## config.mk

```make
export PLATFORM = sky130hd
export DESIGN_NAME = booth_mul_seq_flat
export DESIGN_NICKNAME = d
export VERILOG_FILES = /design/src/rtl/booth_mul_seq_if.sv /design/src/rtl/booth_mul_seq.sv /design/src/flat_wrapper.sv
export SDC_FILE = /design/constraint.sdc
export NUM_CORES = 1
export LEC_CHECK = 0
export BUFFER_PORTS_ARGS = -buffer_cell sky130_fd_sc_hd__buf_2
export CAP_MARGIN = 20
export CORE_ASPECT_RATIO = 1.1
export CORE_MARGIN = 4
export CORE_UTILIZATION = 40
export DETAILED_ROUTE_END_ITERATION = 16
export PLACE_DENSITY = 0.57
export SLEW_MARGIN = 20
export SYNTH_ARGS = -nofsm -noshare
export SYNTH_HDL_FRONTEND = slang
export SYNTH_SLANG_ARGS = --single-unit
```

## constraint.sdc

```tcl
create_clock -name iClk -period 8.1 [get_ports iClk]
set_input_delay 1.62 -clock iClk [delete_from_list [all_inputs] [get_ports iClk]]
set_output_delay 1.62 -clock iClk [all_outputs]
set_load 0.1 [all_outputs]
```

## src/rtl/booth_mul_seq_if.sv

```systemverilog
// Start/done handshake and operand/result bus for the sequential Booth multiplier.
// master = control unit side, slave = multiplier side.
interface booth_mul_seq_if #(
    parameter int WIDTH = 32
);
    logic             iStart;
    logic [WIDTH-1:0] iA;
    logic [WIDTH-1:0] iB;
    logic             oBusy;
    logic             oDone;
    logic [WIDTH-1:0] oHi;
    logic [WIDTH-1:0] oLo;

    modport master (
        output iStart, iA, iB,
        input  oBusy, oDone, oHi, oLo
    );

    modport slave (
        input  iStart, iA, iB,
        output oBusy, oDone, oHi, oLo
    );
endinterface

```

## src/rtl/booth_mul_seq.sv

```systemverilog
// Sequential radix-2 Booth multiplier, signed WIDTH x WIDTH -> 2*WIDTH, one step per cycle.
// Optional MUL_EARLY_EXIT_EN: zero operands skip RUN and complete one cycle after acceptance.
module booth_mul_seq #(
    parameter int WIDTH = 32
) (
    input  logic            iClk,
    input  logic            iRst_n,
    booth_mul_seq_if.slave  bus
);

    localparam int CW = $clog2(WIDTH + 1);

    generate
        if (WIDTH < 4 || WIDTH > 64 || (WIDTH % 2) != 0) begin : g_bad_width
            $error("booth_mul_seq: WIDTH must be even and within 4..64");
        end
    endgenerate

    typedef enum logic [1:0] {
        IDLE = 2'd0,
        RUN  = 2'd1,
        DONE = 2'd2
    } state_t;

    state_t state, state_nxt;

    logic [CW-1:0]    count;
    logic [WIDTH:0]   m;
    logic [WIDTH:0]   acc;
    logic [WIDTH-1:0] q;
    logic             qm1;
    logic [WIDTH-1:0] hi;
    logic [WIDTH-1:0] lo;

    logic             accept;
    logic             last_step;
    logic             zero_op;
    logic             busy;
    logic             done;

    logic [WIDTH:0]   sum;
    logic [WIDTH:0]   acc_sh;
    logic [WIDTH-1:0] q_sh;

`ifdef MUL_EARLY_EXIT_EN
    assign zero_op = (bus.iA == '0) || (bus.iB == '0);
`else
    assign zero_op = 1'b0;
`endif

    always_ff @(posedge iClk or negedge iRst_n) begin
        if (!iRst_n) state <= IDLE;
        else         state <= state_nxt;
    end

    always_comb begin
        state_nxt = state;
        accept    = 1'b0;
        last_step = 1'b0;
        busy      = 1'b0;
        done      = 1'b0;
        case (state)
            IDLE: begin
                if (bus.iStart) begin
                    accept    = 1'b1;
                    state_nxt = zero_op ? DONE : RUN;
                end
            end
            RUN: begin
                busy = 1'b1;
                if (count == CW'(WIDTH - 1)) begin
                    last_step = 1'b1;
                    state_nxt = DONE;
                end
            end
            DONE: begin
                busy      = 1'b1;
                done      = 1'b1;
                state_nxt = IDLE;
            end
            default: state_nxt = IDLE;
        endcase
    end

    // ACC carries one guard bit so that subtracting M = -2^(WIDTH-1) cannot wrap.
    always_comb begin
        case ({q[0], qm1})
            2'b01:   sum = acc + m;
            2'b10:   sum = acc - m;
            default: sum = acc;
        endcase
        acc_sh = {sum[WIDTH], sum[WIDTH:1]};
        q_sh   = {sum[0], q[WIDTH-1:1]};
    end

    always_ff @(posedge iClk or negedge iRst_n) begin
        if (!iRst_n) begin
            m     <= '0;
            acc   <= '0;
            q     <= '0;
            qm1   <= 1'b0;
            count <= '0;
            hi    <= '0;
            lo    <= '0;
        end else if (accept) begin
            m     <= {bus.iA[WIDTH-1], bus.iA};
            acc   <= '0;
            q     <= bus.iB;
            qm1   <= 1'b0;
            count <= '0;
            if (zero_op) begin
                hi <= '0;
                lo <= '0;
            end
        end else if (state == RUN) begin
            acc   <= acc_sh;
            q     <= q_sh;
            qm1   <= q[0];
            count <= count + CW'(1);
            // Result registers only move on the final step, so partial products never show.
            if (last_step) begin
                hi <= acc_sh[WIDTH-1:0];
                lo <= q_sh;
            end
        end
    end

    assign bus.oBusy = busy;
    assign bus.oDone = done;
    assign bus.oHi   = hi;
    assign bus.oLo   = lo;

endmodule

```

## src/flat_wrapper.sv

```systemverilog
// flat-port wrapper written by rule: the top's interface ports become plain ports
module booth_mul_seq_flat 
#(
    parameter int WIDTH = 32
)
  (iClk, iRst_n, bus_iStart, bus_iA, bus_iB, bus_oBusy, bus_oDone, bus_oHi, bus_oLo);
  booth_mul_seq_if #(.WIDTH(WIDTH)) bus_i ();
  input  logic iClk;
  input  logic iRst_n;
  input wire logic [$bits(bus_i.iStart)-1:0] bus_iStart;
  input wire logic [$bits(bus_i.iA)-1:0] bus_iA;
  input wire logic [$bits(bus_i.iB)-1:0] bus_iB;
  output wire logic [$bits(bus_i.oBusy)-1:0] bus_oBusy;
  output wire logic [$bits(bus_i.oDone)-1:0] bus_oDone;
  output wire logic [$bits(bus_i.oHi)-1:0] bus_oHi;
  output wire logic [$bits(bus_i.oLo)-1:0] bus_oLo;
  assign bus_i.iStart = bus_iStart;
  assign bus_i.iA = bus_iA;
  assign bus_i.iB = bus_iB;
  assign bus_oBusy = bus_i.oBusy;
  assign bus_oDone = bus_i.oDone;
  assign bus_oHi = bus_i.oHi;
  assign bus_oLo = bus_i.oLo;
  booth_mul_seq #(.WIDTH(WIDTH)) u_core (.iClk(iClk), .iRst_n(iRst_n), .bus(bus_i));
endmodule
```

==> flow_summary.ini <==
[clock_tree]
cts_hold_buf = 0
clk_latency_ns = 0.43
htree_levels = 4
cts_resized = 0
tritoncts = done
clk_pin_slew_worst_paths_ns = 0.08
root_buffer = clkbuf_16
clk_path_buf_depth = 2
postCtsSetupRepairBufs = 0
clock-sinks = 169
cts_buffers = 17

[min_path]
min_path_type = register to register

[critical_path]
path_buf_inv = 0
crit_top_cell = nand2_1
max_stage_delay_ns = 0.49
critPathKind = register to register
critPathArrivalTime_ns = 5.48
crit_path_end_kind = register
slowest_stage = a2111oi_0
crit_chain = nor3_1 > nand2_1 > or4_1 > or2_2 > nor2_1 > nand2_1 > nor2_1 > a21oi_1 > xnor2_1 > ha_1 > nand2_1 > nor2_1 > nand2_1 > nor2_1 > nand2_1 > o31ai_1 > mux2_2 > a2111oi_0 > o21ai_0
crit_family = simple AND/OR/NAND/NOR gates
cp_max_fo = 7
start_kind = register
worstPathRequired_ns = 8.37

[route]
wl_per_cell_microns = 16.1
dr.pass1.iters = 5
wl_mm = 24.2
dr.first_iter.drc_count = 338
ant_nets = 0
drc = 0
viasPerCell = 5.14
vias = 7729

[layout]
fillerInstances = 2346
regArea_sq_um = 4230
stdcell_count = 1505
multi_input_area_sq_um = 4930
syn_to_final_growth_pct = 16.0
num_antenna_cells = 0
final_nets = 1299
drive_above_1_share = 0.164

[die]
fp.coreArea_sq_um = 23100
dieWidth_microns = 154
die_area_sq_um = 26100
die_height_microns = 169
start_util = 0.409
ios = 133
fp-row-count = 58

[sta]
period_needed_ns = 5.21
final.setup.tns_ns = 0
holdWs_ns = 0.471
fmax_mhz = 192
tightest_slew_ns = 0.929
setup_viol = 0
maxSlewHeadroom = 0.381
rsz0062_at_grt = false
hold_violations = 0
final.setup_skew_ns = 0.0156
final-max-slew-violation-count = 0
layout_worst_path_cycle_share = 0.643

[pwr]
p_leak_nw = 5.42
ir_worst_vdd_uv = 178
powerDensity_nw_per_um2 = 498
p_total_w = 0.00545

[synth]
ys_ff_latch = 169
synth_area_per_cell_sq_um = 8.64
yosysSeqAreaShare = 0.448
ys_types = 58
ys_warn_count = 0
synthTopCellsByArea = dfrtp_1, nand2_1, o21ai_0, ha_1, mux2i_1
netlist_area_sq_um = 9440
yosys.area.top_type = dfrtp_1
synthCells = 1092
synthFlopType = dfrtp_1
synth_top_cell_area_share = 0.448
synth_edf_count = 0
ys_async_sr_fraction = 1.00
syn_nets = 1199

[grt]
grt.total_usage = 0.189
antenna_found_initial = 5
grt_max_degree = 90
globalRouteOverflowTotal = 0
grt_pass1_vias = 7731
grt_pass1_wl_mm = 40.2

[place]
port_buffers = 132
dp_hpwl_mm = 16.8
dp.cells = 1473
gp_congestion = 0.890

[status]
status = finished clean

[run]
cap_violations = 0
per-layer routing:
layer | vias to the layer above | track usage | wire (microns)
met4 | 10 | 0.0480 | 314
met3 | 28 | 0.0384 | 1080
li1 | 3947 | - | -
met5 | - | 0 | 50
met2 | 153 | 0.303 | 11000
met1 | 3591 | 0.263 | 11800
sequential cells by signal, summed over array words and instances, names as in the netlist:
signal,cells
u_core.acc,32
u_core.count,6
u_core.state,2
u_core.q,32
u_core.bus.oLo,32
u_core.qm1,1
u_core.bus.oHi,32
u_core.m,32
layout by cell type (no fill, tap or decap), types with 4 or more instances in the layout:
cell	instances
a211oi_1	16
a21o_1	11
a21oi_1	71
a31oi_1	14
and3_1	5
buf_2	131
buf_4	8
clkbuf_16	17
dfrtp_1	169
ha_1	38
inv_1	21
inv_6	6
mux2_2	6
mux2i_1	47
nand2_1	283
nand2b_1	9
nand3_1	5
nand4_1	7
nor2_1	70
nor2b_1	5
nor3_1	17
nor3b_1	5
o21ai_0	119
o21bai_1	4
o31ai_1	4
xnor2_1	43
xor2_1	14
path summary, 6_finish.rpt:
kind                               startpoint                  to  slack [ns]  depth (start not counted)
setup / recovery                  u_core.m[3]  u_core.bus.oHi[29]        2.89                         19
min in group asynchronous              iRst_n   u_core.bus.oHi[5]        1.15                          1
hold / removal             u_core.bus.oLo[10]  u_core.bus.oLo[10]        0.47                          2
max in group asynchronous              iRst_n        u_core.m[22]        5.70                          2
setup reg to reg                  u_core.m[3]  u_core.bus.oHi[29]        2.89                         19
hold reg to reg            u_core.bus.oLo[10]  u_core.bus.oLo[10]        0.47                          2
power by group:
part	total, W	internal (W)	switching, W
logic	0.00326	0.00131	0.00195
registers	0.00135	0.00110	0.000256
clock network	0.000835	0.000442	0.000392
total	0.00545	0.00285	0.00259
synthesized netlist by cell type (all sizes together), types with 6 or more instances:
library cell,count
clkbuf,52
nand2,285
nor2,70
ha,39
nand4,7
a31oi,15
nor3,17
xnor2,43
a211oi,16
mux2,6
nand2b,9
a21o,11
xor2,14
o21ai,119
mux2i,47
buf,7
inv,21
dfrtp,169
a21oi,72
area by class of cell:
cell class	instances	area share
Clock inverter	15	0.0161
Clock buffer	17	0.0389
Tap cell	300	0.0343
Timing Repair Buffer	140	0.0664
Multi-Input combinational cell	843	0.451
Inverter	21	0.00720
Sequential cell	169	0.386
worst register-to-register path: stages (launching register included):
cell and delay, ns:
dfrtp_1 0.43, nor3_1 0.26, nand2_1 0.19, or4_1 0.48, or2_2 0.32, nor2_1 0.33, nand2_1 0.11, nor2_1 0.27
a21oi_1 0.13, xnor2_1 0.14, ha_1 0.41, nand2_1 0.10, nor2_1 0.17, nand2_1 0.13, nor2_1 0.19, nand2_1 0.08
o31ai_1 0.29, mux2_2 0.38, a2111oi_0 0.49, o21ai_0 0.16
cell families after synthesis:
family / Yosys count / synth area share
fa+ha+maj: 40 / 0.0538
xor+xnor: 57 / 0.0529
simple gates: 430 / 0.195
buf+inv: 80 / 0.0320
compound gates: 263 / 0.161
flops: 169 / 0.448
mux: 53 / 0.0570
metrics by stage:
| stage | setup WS [ns] | utilization | instance area, sq um |
|---|---|---|---|
| finish | 2.89 | 0.474 | 10900 |
| global route | 2.29 | 0.474 | 10900 |
| CTS | 2.89 | 0.474 | 10900 |
| detailed placement | 3.03 | 0.448 | 10300 |
| global placement | 3.12 | 0.448 | 10300 |
| floorplan | 3.58 | - | 9440 |
(Power assumes the default switching activity.)
